### config.mk
export PLATFORM = sky130hd
export DESIGN_NAME = adam_axil_to_obi
export DESIGN_NICKNAME = d
export VERILOG_FILES = /design/src/rtl/adam_axil_to_obi_pkg.sv /design/src/rtl/adam_axil_to_obi_arb.sv /design/src/rtl/adam_axil_to_obi.sv
export SDC_FILE = /design/constraint.sdc
export NUM_CORES = 1
export LEC_CHECK = 0
export BUFFER_PORTS_ARGS = -buffer_cell sky130_fd_sc_hd__buf_2
export CAP_MARGIN = 10
export CORE_MARGIN = 10
export CORE_UTILIZATION = 55
export DETAILED_ROUTE_END_ITERATION = 7
export PLACE_DENSITY = 0.92
export SLEW_MARGIN = 20
export SYNTH_ARGS = -nofsm -noshare
export SYNTH_HDL_FRONTEND = slang
export SYNTH_SLANG_ARGS = --single-unit
### constraint.sdc
create_clock -name clk -period 13.4 [get_ports clk]
set_input_delay 0.67 -clock clk [delete_from_list [all_inputs] [get_ports clk]]
set_output_delay 0.67 -clock clk [all_outputs]
set_load 0.02 [all_outputs]
### src/rtl/adam_axil_to_obi_pkg.sv
// Shared types and constants for the AXI-Lite to OBI responder.
package adam_axil_to_obi_pkg;

  // Transaction sequencer states
  typedef enum logic [2:0] {
    ST_IDLE,
    ST_REQ,
    ST_RESP,
    ST_AXRSP,
    ST_PAUSED
  } state_e;

  // The bridge never reports errors
  localparam logic [1:0] RESP_OKAY = 2'b00;

endpackage

### src/rtl/adam_axil_to_obi_arb.sv
// Read/write arbiter for the AXI-Lite to OBI responder.
// Build option: ADAM_AXIL_TO_OBI_RR_EN selects round-robin, otherwise reads win.
module adam_axil_to_obi_arb (
  input  logic clk,
  input  logic rst,
  input  logic rd_valid,
  input  logic wr_valid,
  input  logic advance,
  output logic grant_rd_c,
  output logic grant_wr_c
);

`ifdef ADAM_AXIL_TO_OBI_RR_EN
  // Remembers the kind served last; resets as "write" so a first collision serves the read
  logic last_wr;

  // Update the last-served flag whenever a transaction is launched
  always_ff @(posedge clk or posedge rst) begin
    if (rst) begin
      last_wr <= 1'b1;
    end else if (advance) begin
      last_wr <= grant_wr_c;
    end
  end

  // On a collision the opposite kind of the last one wins
  always_comb begin
    grant_rd_c = rd_valid && (!wr_valid || last_wr);
    grant_wr_c = wr_valid && (!rd_valid || !last_wr);
  end
`else
  // Fixed priority needs no state
  logic unused_rr;
  assign unused_rr = ^{clk, rst, advance};

  // Reads always win; writes go only when no read is waiting
  always_comb begin
    grant_rd_c = rd_valid;
    grant_wr_c = wr_valid && !rd_valid;
  end
`endif

endmodule

### src/rtl/adam_axil_to_obi.sv
// AXI-Lite responder issuing one OBI initiator transaction per AXI-Lite access.
// Build option: ADAM_AXIL_TO_OBI_RR_EN enables round-robin read/write arbitration.
module adam_axil_to_obi
  import adam_axil_to_obi_pkg::*;
#(
  parameter  int unsigned ADDR_WIDTH = 32,
  parameter  int unsigned DATA_WIDTH = 32,
  localparam int unsigned STRB_WIDTH = DATA_WIDTH / 8
) (
  input  logic                  clk,
  input  logic                  rst,
  input  logic                  pause_req,
  output logic                  pause_ack,
  input  logic [ADDR_WIDTH-1:0] awaddr,
  input  logic                  awvalid,
  output logic                  awready,
  input  logic [DATA_WIDTH-1:0] wdata_axil,
  input  logic [STRB_WIDTH-1:0] wstrb,
  input  logic                  wvalid,
  output logic                  wready,
  output logic [1:0]            bresp,
  output logic                  bvalid,
  input  logic                  bready,
  input  logic [ADDR_WIDTH-1:0] araddr,
  input  logic                  arvalid,
  output logic                  arready,
  output logic [DATA_WIDTH-1:0] rdata_axil,
  output logic [1:0]            rresp,
  output logic                  rvalid_axil,
  input  logic                  rready_axil,
  output logic                  req,
  input  logic                  gnt,
  output logic [ADDR_WIDTH-1:0] addr,
  output logic                  we,
  output logic [STRB_WIDTH-1:0] be,
  output logic [DATA_WIDTH-1:0] wdata,
  input  logic                  rvalid,
  output logic                  rready,
  input  logic [DATA_WIDTH-1:0] rdata
);

  state_e                state;
  logic                  aw_full, w_full;
  logic                  aw_full_nxt, w_full_nxt;
  logic [ADDR_WIDTH-1:0] aw_addr_q;
  logic [DATA_WIDTH-1:0] w_data_q;
  logic [STRB_WIDTH-1:0] w_strb_q;
  logic                  aw_hs, w_hs, wr_pend, serve, advance, free_wr, go_pause;
  logic                  grant_rd_c, grant_wr_c;

  assign bresp = RESP_OKAY;
  assign rresp = RESP_OKAY;

  // Handshake detection, pending write (including this cycle's captures) and AR acceptance
  always_comb begin
    aw_hs       = awvalid && awready;
    w_hs        = wvalid && wready;
    wr_pend     = (aw_full || aw_hs) && (w_full || w_hs);
    serve       = (state == ST_IDLE) && !pause_req;
    advance     = serve && (grant_rd_c || grant_wr_c);
    free_wr     = (state == ST_RESP) && rvalid && we;
    go_pause    = pause_req && ((state == ST_IDLE) || (state == ST_PAUSED));
    aw_full_nxt = !free_wr && (aw_full || aw_hs);
    w_full_nxt  = !free_wr && (w_full || w_hs);
    arready     = serve && grant_rd_c && !rst;
  end

  adam_axil_to_obi_arb u_arb (
    .clk       (clk),
    .rst       (rst),
    .rd_valid  (serve && arvalid),
    .wr_valid  (serve && wr_pend),
    .advance   (advance),
    .grant_rd_c(grant_rd_c),
    .grant_wr_c(grant_wr_c)
  );

  // AW/W holding registers, freed when the OBI write response arrives
  always_ff @(posedge clk or posedge rst) begin
    if (rst) begin
      aw_full   <= 1'b0;
      w_full    <= 1'b0;
      aw_addr_q <= '0;
      w_data_q  <= '0;
      w_strb_q  <= '0;
      awready   <= 1'b0;
      wready    <= 1'b0;
    end else begin
      aw_full <= aw_full_nxt;
      w_full  <= w_full_nxt;
      if (aw_hs) aw_addr_q <= awaddr;
      if (w_hs) begin
        w_data_q <= wdata_axil;
        w_strb_q <= wstrb;
      end
      awready <= !aw_full_nxt && !go_pause;
      wready  <= !w_full_nxt && !go_pause;
    end
  end

  // Transaction sequencer with registered OBI, AXI response and pause outputs
  always_ff @(posedge clk or posedge rst) begin
    if (rst) begin
      state       <= ST_IDLE;
      req         <= 1'b0;
      we          <= 1'b0;
      addr        <= '0;
      be          <= '0;
      wdata       <= '0;
      rready      <= 1'b0;
      bvalid      <= 1'b0;
      rvalid_axil <= 1'b0;
      rdata_axil  <= '0;
      pause_ack   <= 1'b0;
    end else begin
      case (state)
        ST_IDLE: begin
          if (pause_req) begin
            pause_ack <= 1'b1;
            state     <= ST_PAUSED;
          end else if (grant_rd_c) begin
            addr  <= araddr;
            we    <= 1'b0;
            be    <= '1;
            wdata <= '0;
            req   <= 1'b1;
            state <= ST_REQ;
          end else if (grant_wr_c) begin
            addr  <= aw_full ? aw_addr_q : awaddr;
            we    <= 1'b1;
            be    <= w_full ? w_strb_q : wstrb;
            wdata <= w_full ? w_data_q : wdata_axil;
            req   <= 1'b1;
            state <= ST_REQ;
          end
        end
        ST_REQ: begin
          if (gnt) begin
            req    <= 1'b0;
            rready <= 1'b1;
            state  <= ST_RESP;
          end
        end
        ST_RESP: begin
          if (rvalid) begin
            rready <= 1'b0;
            if (we) begin
              bvalid <= 1'b1;
            end else begin
              rvalid_axil <= 1'b1;
              rdata_axil  <= rdata;
            end
            state <= ST_AXRSP;
          end
        end
        ST_AXRSP: begin
          if ((rvalid_axil && rready_axil) || (bvalid && bready)) begin
            rvalid_axil <= 1'b0;
            bvalid      <= 1'b0;
            state       <= ST_IDLE;
          end
        end
        ST_PAUSED: begin
          if (!pause_req) begin
            pause_ack <= 1'b0;
            state     <= ST_IDLE;
          end
        end
        default: state <= ST_IDLE;
      endcase
    end
  end

endmodule

# Yosys cells after proc, flatten, opt, wreduce, memory -nomap -nowiden
# Cells that the tools add are included.
# op_classes
eq_ne,14
n_bitwise,2
n_reduce_logical,43
muxes,36
# op_table
cell,count
32-bit 2-to-1 mux,6
3-bit 2-to-1 mux,7
1-bit logical AND,18
"2-bit inequality test, second input constant",8
3-bit case mux with 5 select lines,1
1-bit 2-to-1 mux,14
4-bit 2-to-1 mux,3
3-bit AND reduction,4
4-bit AND reduction,3
1-bit case mux with 2 select lines,5
2-bit nonzero test,5
1-bit zero test,7
"3-bit by 2-bit == test with 1-bit output, second input constant",2
5-bit AND reduction,1
1-bit logical OR,4
"4-bit inequality test, second input constant",1
"3-bit by 1-bit == test with 1-bit output, second input constant",1
"3-bit == test, second input constant",1
3-bit zero test,1
"3-bit inequality test, second input constant",1
1-bit inverter,2
# word_totals
out_inout_bits,113
register_bits,181

# Depth between registers and ports, before layout
# Gate-level depths: netlist of the first run.
# depth
word_depth,9
depth_mapped,7
mapped_depth_nobuf,4

# Hierarchy
# From an unflattened synthesis of the first run, not the netlist that was laid out.
# hier_totals
hier_cells,624
hier_area_um2,8047.7
# modules_own_cells
module,area_each_um2,seq_area_each_um2,cells_per_inst,instances
adam_axil_to_obi,8026.4,4529.3,622,1
adam_axil_to_obi_arb,21.3,0.0,2,1

# Worst setup path before layout of the first run
# No wires, ideal clock.
# synth_path
path_kind,input port to output port
start,input rst
end,output arready
setup_slack_ns,7.615
stages,2
arrival_ns,5.115
n_path_buf,0
path_cell_list,inv_1 -> and3_1
# synth_via
elab_chain_cells,2
# synth_lines
element,line_no,source
"start, declared",adam_axil_to_obi.sv:11,"input logic rst,"
1-bit zero test (no line),-,
1-bit logical AND,adam_axil_to_obi.sv:65,arready = serve && grant_rd_c && !rst;
"end, declared",adam_axil_to_obi.sv:26,"output logic arready,"
# No other way between the ends.

# Worst setup path after layout of the first run
# layout_path
start,register awready
end,register addr[15]
# layout_via
elab_chain_cells,7
# layout_lines
element,line_no,source
"start, declared",adam_axil_to_obi.sv:16,"output logic awready,"
"start signal, assigned",adam_axil_to_obi.sv:96,awready <= !aw_full_nxt && !go_pause;
1-bit logical AND,adam_axil_to_obi.sv:56,aw_hs = awvalid && awready;
1-bit logical OR,adam_axil_to_obi.sv:58,wr_pend = (aw_full || aw_hs) && (w_full || w_hs);
1-bit logical AND,adam_axil_to_obi.sv:58,
1-bit logical AND,adam_axil_to_obi.sv:72,".wr_valid (serve && wr_pend),"
1-bit logical AND,adam_axil_to_obi_arb.sv:39,grant_wr_c = wr_valid && !rd_valid;
2-bit nonzero test (no line),-,
3-bit AND reduction (no line),-,
"end signal, assigned",adam_axil_to_obi.sv:122,addr <= araddr;
"end signal, assigned",adam_axil_to_obi.sv:129,addr <= aw_full ? aw_addr_q : awaddr;
"end, declared",adam_axil_to_obi.sv:33,"output logic [ADDR_WIDTH-1:0] addr,"
# No other way between the ends.
# A chain may end at the register's enable or synchronous reset.

==> results of run 1 <==
## through the flow
stage | instances | worst slack (ns)
after CTS | 1002 | 10.45
after floorplan | 579 | 7.62
final | 1003 | 10.65
after global placement | 971 | 10.29
after global routing | 1003 | 10.49
after detailed placement | 971 | 10.25
## kinds of logic after synthesis
| family | after synthesis | share of synthesized area |
|---|---|---|
| flops | 181 | 0.576 |
| mux | 200 | 0.276 |
| compound gates | 88 | 0.0771 |
| simple gates | 58 | 0.0403 |
| buf+inv | 48 | 0.0295 |
| other cells | 1 | 0.000477 |
## where the power goes
group          leakage, nW  total, mW  internal [mW]  switching (mW)
registers             2.20      0.994          0.818           0.176
logic                 2.44       1.02          0.475           0.550
clock network        0.306      0.537          0.330           0.207
total                 4.94       2.56           1.62           0.933
## cell usage after synthesis
cell type	count	area [µm²]
a21oi_1	5	25.0
a22o_1	1	8.76
a2bb2oi_1	3	26.3
a31oi_1	2	12.5
and2_1	3	18.8
and3_1	1	6.26
buf_1	4	15.0
buf_2	8	40.0
buf_4	9	67.6
buf_6	1	11.3
clkbuf_1	23	86.3
conb_1	1	3.75
dfrtp_1	181	4530
inv_1	3	11.3
mux2_2	136	1530
mux2i_1	64	641
nand2_1	8	30.0
nand3_1	32	160
nand3b_1	4	30.0
nor2_1	4	15.0
nor2b_1	1	6.26
nor3_1	1	5.00
nor3b_1	2	15.0
nor4_4	1	21.3
o21a_1	1	7.51
o21ai_0	6	30.0
o21ai_1	31	155
o22a_1	6	52.6
o2bb2ai_1	32	280
o31ai_1	1	7.51
or3b_2	1	8.76
## state kept, by name (all words and copies together) (netlist names)
name and flops:
req 1, awready 1, w_data_q 32, state 3, be 4, rready 1
pause_ack 1, we 1, wdata 32, wready 1, addr 32, aw_full 1
w_full 1, rvalid_axil 1, bvalid 1, w_strb_q 4, rdata_axil 32, aw_addr_q 32
## how the worst max path moves through the flow
| stage | start | end | cells after the start |
|---|---|---|---|
| floorplan | rst | arready | 2 |
| global placement | awvalid | addr[7]$_DFFE_PP0P_ | 5 |
| detailed placement | awvalid | addr[28]$_DFFE_PP0P_ | 5 |
| CTS | state[0]$_DFFE_PP0P_ | addr[31]$_DFFE_PP0P_ | 5 |
| global route | awready$_DFF_PP0_ | addr[22]$_DFFE_PP0P_ | 4 |
| finish | awready$_DFF_PP0_ | addr[15]$_DFFE_PP0P_ | 4 |
## routing by layer
layer	up-vias	wire length, µm	global-route usage
met1	2855	7960	0.236
met2	219	10300	0.338
li1	2563	-	-
met5	-	0	0
met4	0	394	0.0707
met3	37	2010	0.0905
## layout make-up
type,count,area (µm²),share of cell area
clock inverters,13,206,0.0210
clock buffers,18,429,0.0436
flip-flops and latches,181,4530,0.461
diodes,1,2.50,0.000254
multi-input cells,350,3120,0.317
inverters,3,16.3,0.00165
well taps,180,225,0.0229
repair buffers,257,1300,0.133
## worst register-to-register path, delay by kind of cell (launching register included)
kind,cells,cell delay (ns)
multiplexers,1,0.44
AND/OR/NAND/NOR,1,0.70
AO/OA/AOI/OAI,2,1.12
flip-flops,1,0.38
==> impl_metrics.json, run 1 <==
{
  "status": "completed",
  "drtIter0Drc": 275,
  "r2r_cells": 4,
  "worst_path_dominant_cell_family": "compound AO/OA/AOI/OAI gates",
  "tritoncts.num_buffers": 17,
  "drt-vias-per-instance": 5.66,
  "core_area_mm2": 0.0139,
  "fin_crit_sh": 0.205,
  "slowest_stage": "o21a_2",
  "mostFrequentLayoutCells": "buf_2, dfrtp_1, mux2_2",
  "ant_nets": 0,
  "post_cts.repair.setup_buffers": 0,
  "gp_congestion": 0.788,
  "wire_length_of_the_first_global_routing_pass_um": 32400,
  "grt.overflow.total": 0,
  "postLayoutCoreUtil": 0.706,
  "worst_pin_slew_ns": 1.01,
  "power.density_cell_area_mw_per_mm2": 260,
  "min_period_ns": 2.75,
  "fillerInstances": 985,
  "mostFrequentLayoutCell": "buf_2",
  "grt_setup_unrepaired": "no",
  "clock_tree.root_cell": "clkbuf_16",
  "power.total_mw": 2.56,
  "worst_setup_path_end_kind": "register",
  "vias": 5674,
  "clock_tree_from_tritoncts": "done",
  "mean_instance_size_in_the_synthesized_netlist_um2": 13.6,
  "hpwl_um": 14700,
  "ios": 255,
  "timing.critical_path.required_ns": 13.71,
  "areaGrowthSynthToFinish_pct": 25.2,
  "timing.max_cap.violations": 0,
  "drc_errors": 0,
  "timing.final.hold_violations": 0,
  "biggest_cell_delay_along_the_critical_path_ns": 0.80,
  "cp_data_arrival_time_ns": 3.06,
  "post_cts_hold_buffer_count": 0,
  "relSlewSlack": 0.328,
  "drt-total-wl_um": 20600,
  "grt_antenna_before_repair": 2,
  "setup.reg_to_reg.worst_slack_ns": 10.65,
  "postSynthCellCount": 576,
  "worst_skew_pair.late_latency_ns": 0.43,
  "post_synth_num_cell_types": 31,
  "worst_setup_hold_path_clk_slew_ns": 0.06,
  "postPlaceCellArea_mm2": 0.00920,
  "mappedNetlistArea_mm2": 0.00786,
  "dieHeight_um": 140,
  "timing.critical_path.fanout_max": 38,
  "vdd_ir_drop_max_uv": 163,
  "p_leak_nw": 4.94,
  "final_area_mm2": 0.00984,
  "placementRows": 43,
  "synth_seq_area_share": 0.576,
  "post_cts_resize_count": 0,
  "fin_tns_setup_ns": 0,
  "num-nets-final": 952,
  "detail_route.wl_per_cell_um": 20.6,
  "finClkSkew_ns": 0.00970,
  "die_w_um": 140,
  "crit_path_cell_trace": "and2_1 -> o22a_1 -> o21a_2 -> mux2_2",
  "ctsHtreeMaxLevel": 4,
  "maximum_number_of_pins_on_one_net_before_global_route_repair": 110,
  "fin_hold_ws_ns": 0.469,
  "final-setup-viol-count": 0,
  "critPathBufInv": 0,
  "clock_sink_count": 181,
  "vias_in_the_first_global_route": 6179,
  "report.final.slew_viol_count": 0,
  "fraction_of_final_layout_cells_with_drive_strength_greater_than_1": 0.526,
  "criticalPathCategory": "register to register",
  "clk_path_buf_depth": 2,
  "max_freq_mhz": 363,
  "ys_ff_latch": 181,
  "buffer_ports.inserted": 250,
  "worst_hold_path_type": "input port to async pin",
  "initial_core_util": 0.564,
  "detail_route.first_pass.iterations": 4,
  "globalRouteTotalUtil": 0.206,
  "yosysWarningCount": 0,
  "worst_r2r_startpoint": "awready$_DFF_PP0_",
  "floorplan.die_area_mm2": 0.0195,
  "crit_path_start_kind": "register",
  "endpoint_of_the_worst_register_to_register_path": "addr[15]$_DFFE_PP0P_"
}
Note: power is estimated with default switching activity, not from simulation.
==> inputs of run 2 (changes only) <==
- CORE_UTILIZATION: 55 -> 46
- PLACE_DENSITY: 0.92 -> 0.82
- clock period: 13.4 -> 2.5 ns (I/O delays scaled with it)
==> run 2 against run 1 <==
Clock-buffer cell count rose by 3; via count is 8.1% higher; sequential power increased to 5.3 times the previous value; critical endpoint is now arready; power increased to 5.4 times the previous value.
==> impl_metrics.json, run 2 (synthesized netlist as in run 1, its figures left out) <==
{
  "grt_antenna_before_repair": 2,
  "ios": 255,
  "grt_setup_unrepaired": "no",
  "final-setup-viol-count": 0,
  "post_cts_resize_count": 0,
  "vias": 6133,
  "worst_skew_pair.late_latency_ns": 0.42,
  "max_freq_mhz": 446,
  "initial_core_util": 0.472,
  "mostFrequentLayoutCells": "buf_2, dfrtp_1, mux2_2",
  "die_w_um": 151,
  "hpwl_um": 15500,
  "areaGrowthSynthToFinish_pct": 40.1,
  "final_area_mm2": 0.0110,
  "detail_route.wl_per_cell_um": 20.0,
  "ant_nets": 0,
  "fin_tns_setup_ns": 0,
  "worst_setup_path_end_kind": "output pin",
  "vdd_ir_drop_max_uv": 671,
  "grt.overflow.total": 0,
  "vias_in_the_first_global_route": 6556,
  "maximum_number_of_pins_on_one_net_before_global_route_repair": 65,
  "status": "completed",
  "ctsHtreeMaxLevel": 4,
  "num-nets-final": 1066,
  "globalRouteTotalUtil": 0.203,
  "clk_path_buf_depth": 2,
  "drtIter0Drc": 242,
  "dieHeight_um": 151,
  "fillerInstances": 1170,
  "drt-vias-per-instance": 5.29,
  "timing.final.hold_violations": 0,
  "clock_tree_from_tritoncts": "done",
  "wire_length_of_the_first_global_routing_pass_um": 36100,
  "fin_crit_sh": 0.896,
  "criticalPathCategory": "register to output pin",
  "p_leak_nw": 5.42,
  "drc_errors": 0,
  "timing.critical_path.fanout_max": 33,
  "power.total_mw": 13.9,
  "placementRows": 47,
  "cp_data_arrival_time_ns": 2.12,
  "gp_congestion": 0.814,
  "relSlewSlack": 0.529,
  "tritoncts.num_buffers": 17,
  "drt-total-wl_um": 23200,
  "power.density_cell_area_mw_per_mm2": 1260,
  "timing.critical_path.required_ns": 2.38,
  "fin_hold_ws_ns": 0.0379,
  "postLayoutCoreUtil": 0.661,
  "post_cts.repair.setup_buffers": 0,
  "buffer_ports.inserted": 250,
  "detail_route.first_pass.iterations": 4,
  "worst_hold_path_type": "input port to register",
  "clock_sink_count": 181,
  "worst_setup_hold_path_clk_slew_ns": 0.07,
  "clock_tree.root_cell": "clkbuf_16",
  "fraction_of_final_layout_cells_with_drive_strength_greater_than_1": 0.473,
  "postPlaceCellArea_mm2": 0.00937,
  "core_area_mm2": 0.0166,
  "mostFrequentLayoutCell": "buf_2",
  "finClkSkew_ns": 0.00854,
  "report.final.slew_viol_count": 0,
  "floorplan.die_area_mm2": 0.0227,
  "crit_path_start_kind": "register",
  "worst_pin_slew_ns": 0.705,
  "timing.max_cap.violations": 0,
  "min_period_ns": 2.24
}
-- run 2: metal layers --
layer	vias to the layer above	track usage	routed length, µm
li1	2796	-	-
met5	-	0	17
met2	241	0.337	11500
met3	50	0.0756	1840
met1	3044	0.232	9170
met4	2	0.0871	641
-- run 2: final cells by class --
cell class	instances	area [µm²]	share of cell area
flip-flops and latches	181	4530	0.412
multi-input cells	350	3120	0.283
repair buffers	371	2450	0.223
clock buffers	21	460	0.0418
well taps	220	275	0.0250
clock inverters	11	149	0.0135
inverters	3	15.0	0.00136
diodes	2	5.00	0.000455
-- run 2: path summary, 6_finish.rpt --
check	startpoint	end	slack [ns]	cells past startpoint
hold reg to reg	wdata[13]$_DFFE_PP0P_	wdata[13]$_DFFE_PP0P_	0.49	1
setup reg to reg	state[1]$_DFFE_PP0P_	addr[31]$_DFFE_PP0P_	0.44	4
min in group asynchronous	rst	aw_addr_q[5]$_DFFE_PP0P_	0.29	3
max in group asynchronous	rst	w_full$_DFF_PP0_	1.48	4
setup / recovery	state[1]$_DFFE_PP0P_	arready	0.26	4
hold / removal	pause_req	pause_ack$_DFFE_PP0P_	0.04	3
-- run 2: worst max-delay path, cell delays in order, from the launching register on --
cell and delay, ns:
dfrtp_1 0.49, nor4_4 0.40, buf_4 0.41, and3_1 0.21, buf_2 0.16
-- run 2: timing repair --
action,CTS,global route
endpoints found under the setup margin,0,0
hold endpoints to repair,141,0
hold buffers,102,0
-- run 2: power by group --
group / switching (mW) / leakage (nW) / internal, mW / total, mW
clock network: 1.12 / 0.290 / 1.63 / 2.75
registers: 0.828 / 2.20 / 4.39 / 5.22
logic: 3.18 / 2.93 / 2.71 / 5.89
total: 5.13 / 5.42 / 8.73 / 13.9
-- run 2: stage by stage --
| stage | setup slack (ns) | cells |
|---|---|---|
| after global routing | 0.165 | 1157 |
| after floorplan | -0.959 | 579 |
| after CTS | 0.265 | 1157 |
| after global placement | 0.528 | 1023 |
| after detailed placement | 0.475 | 1023 |
| final | 0.259 | 1159 |
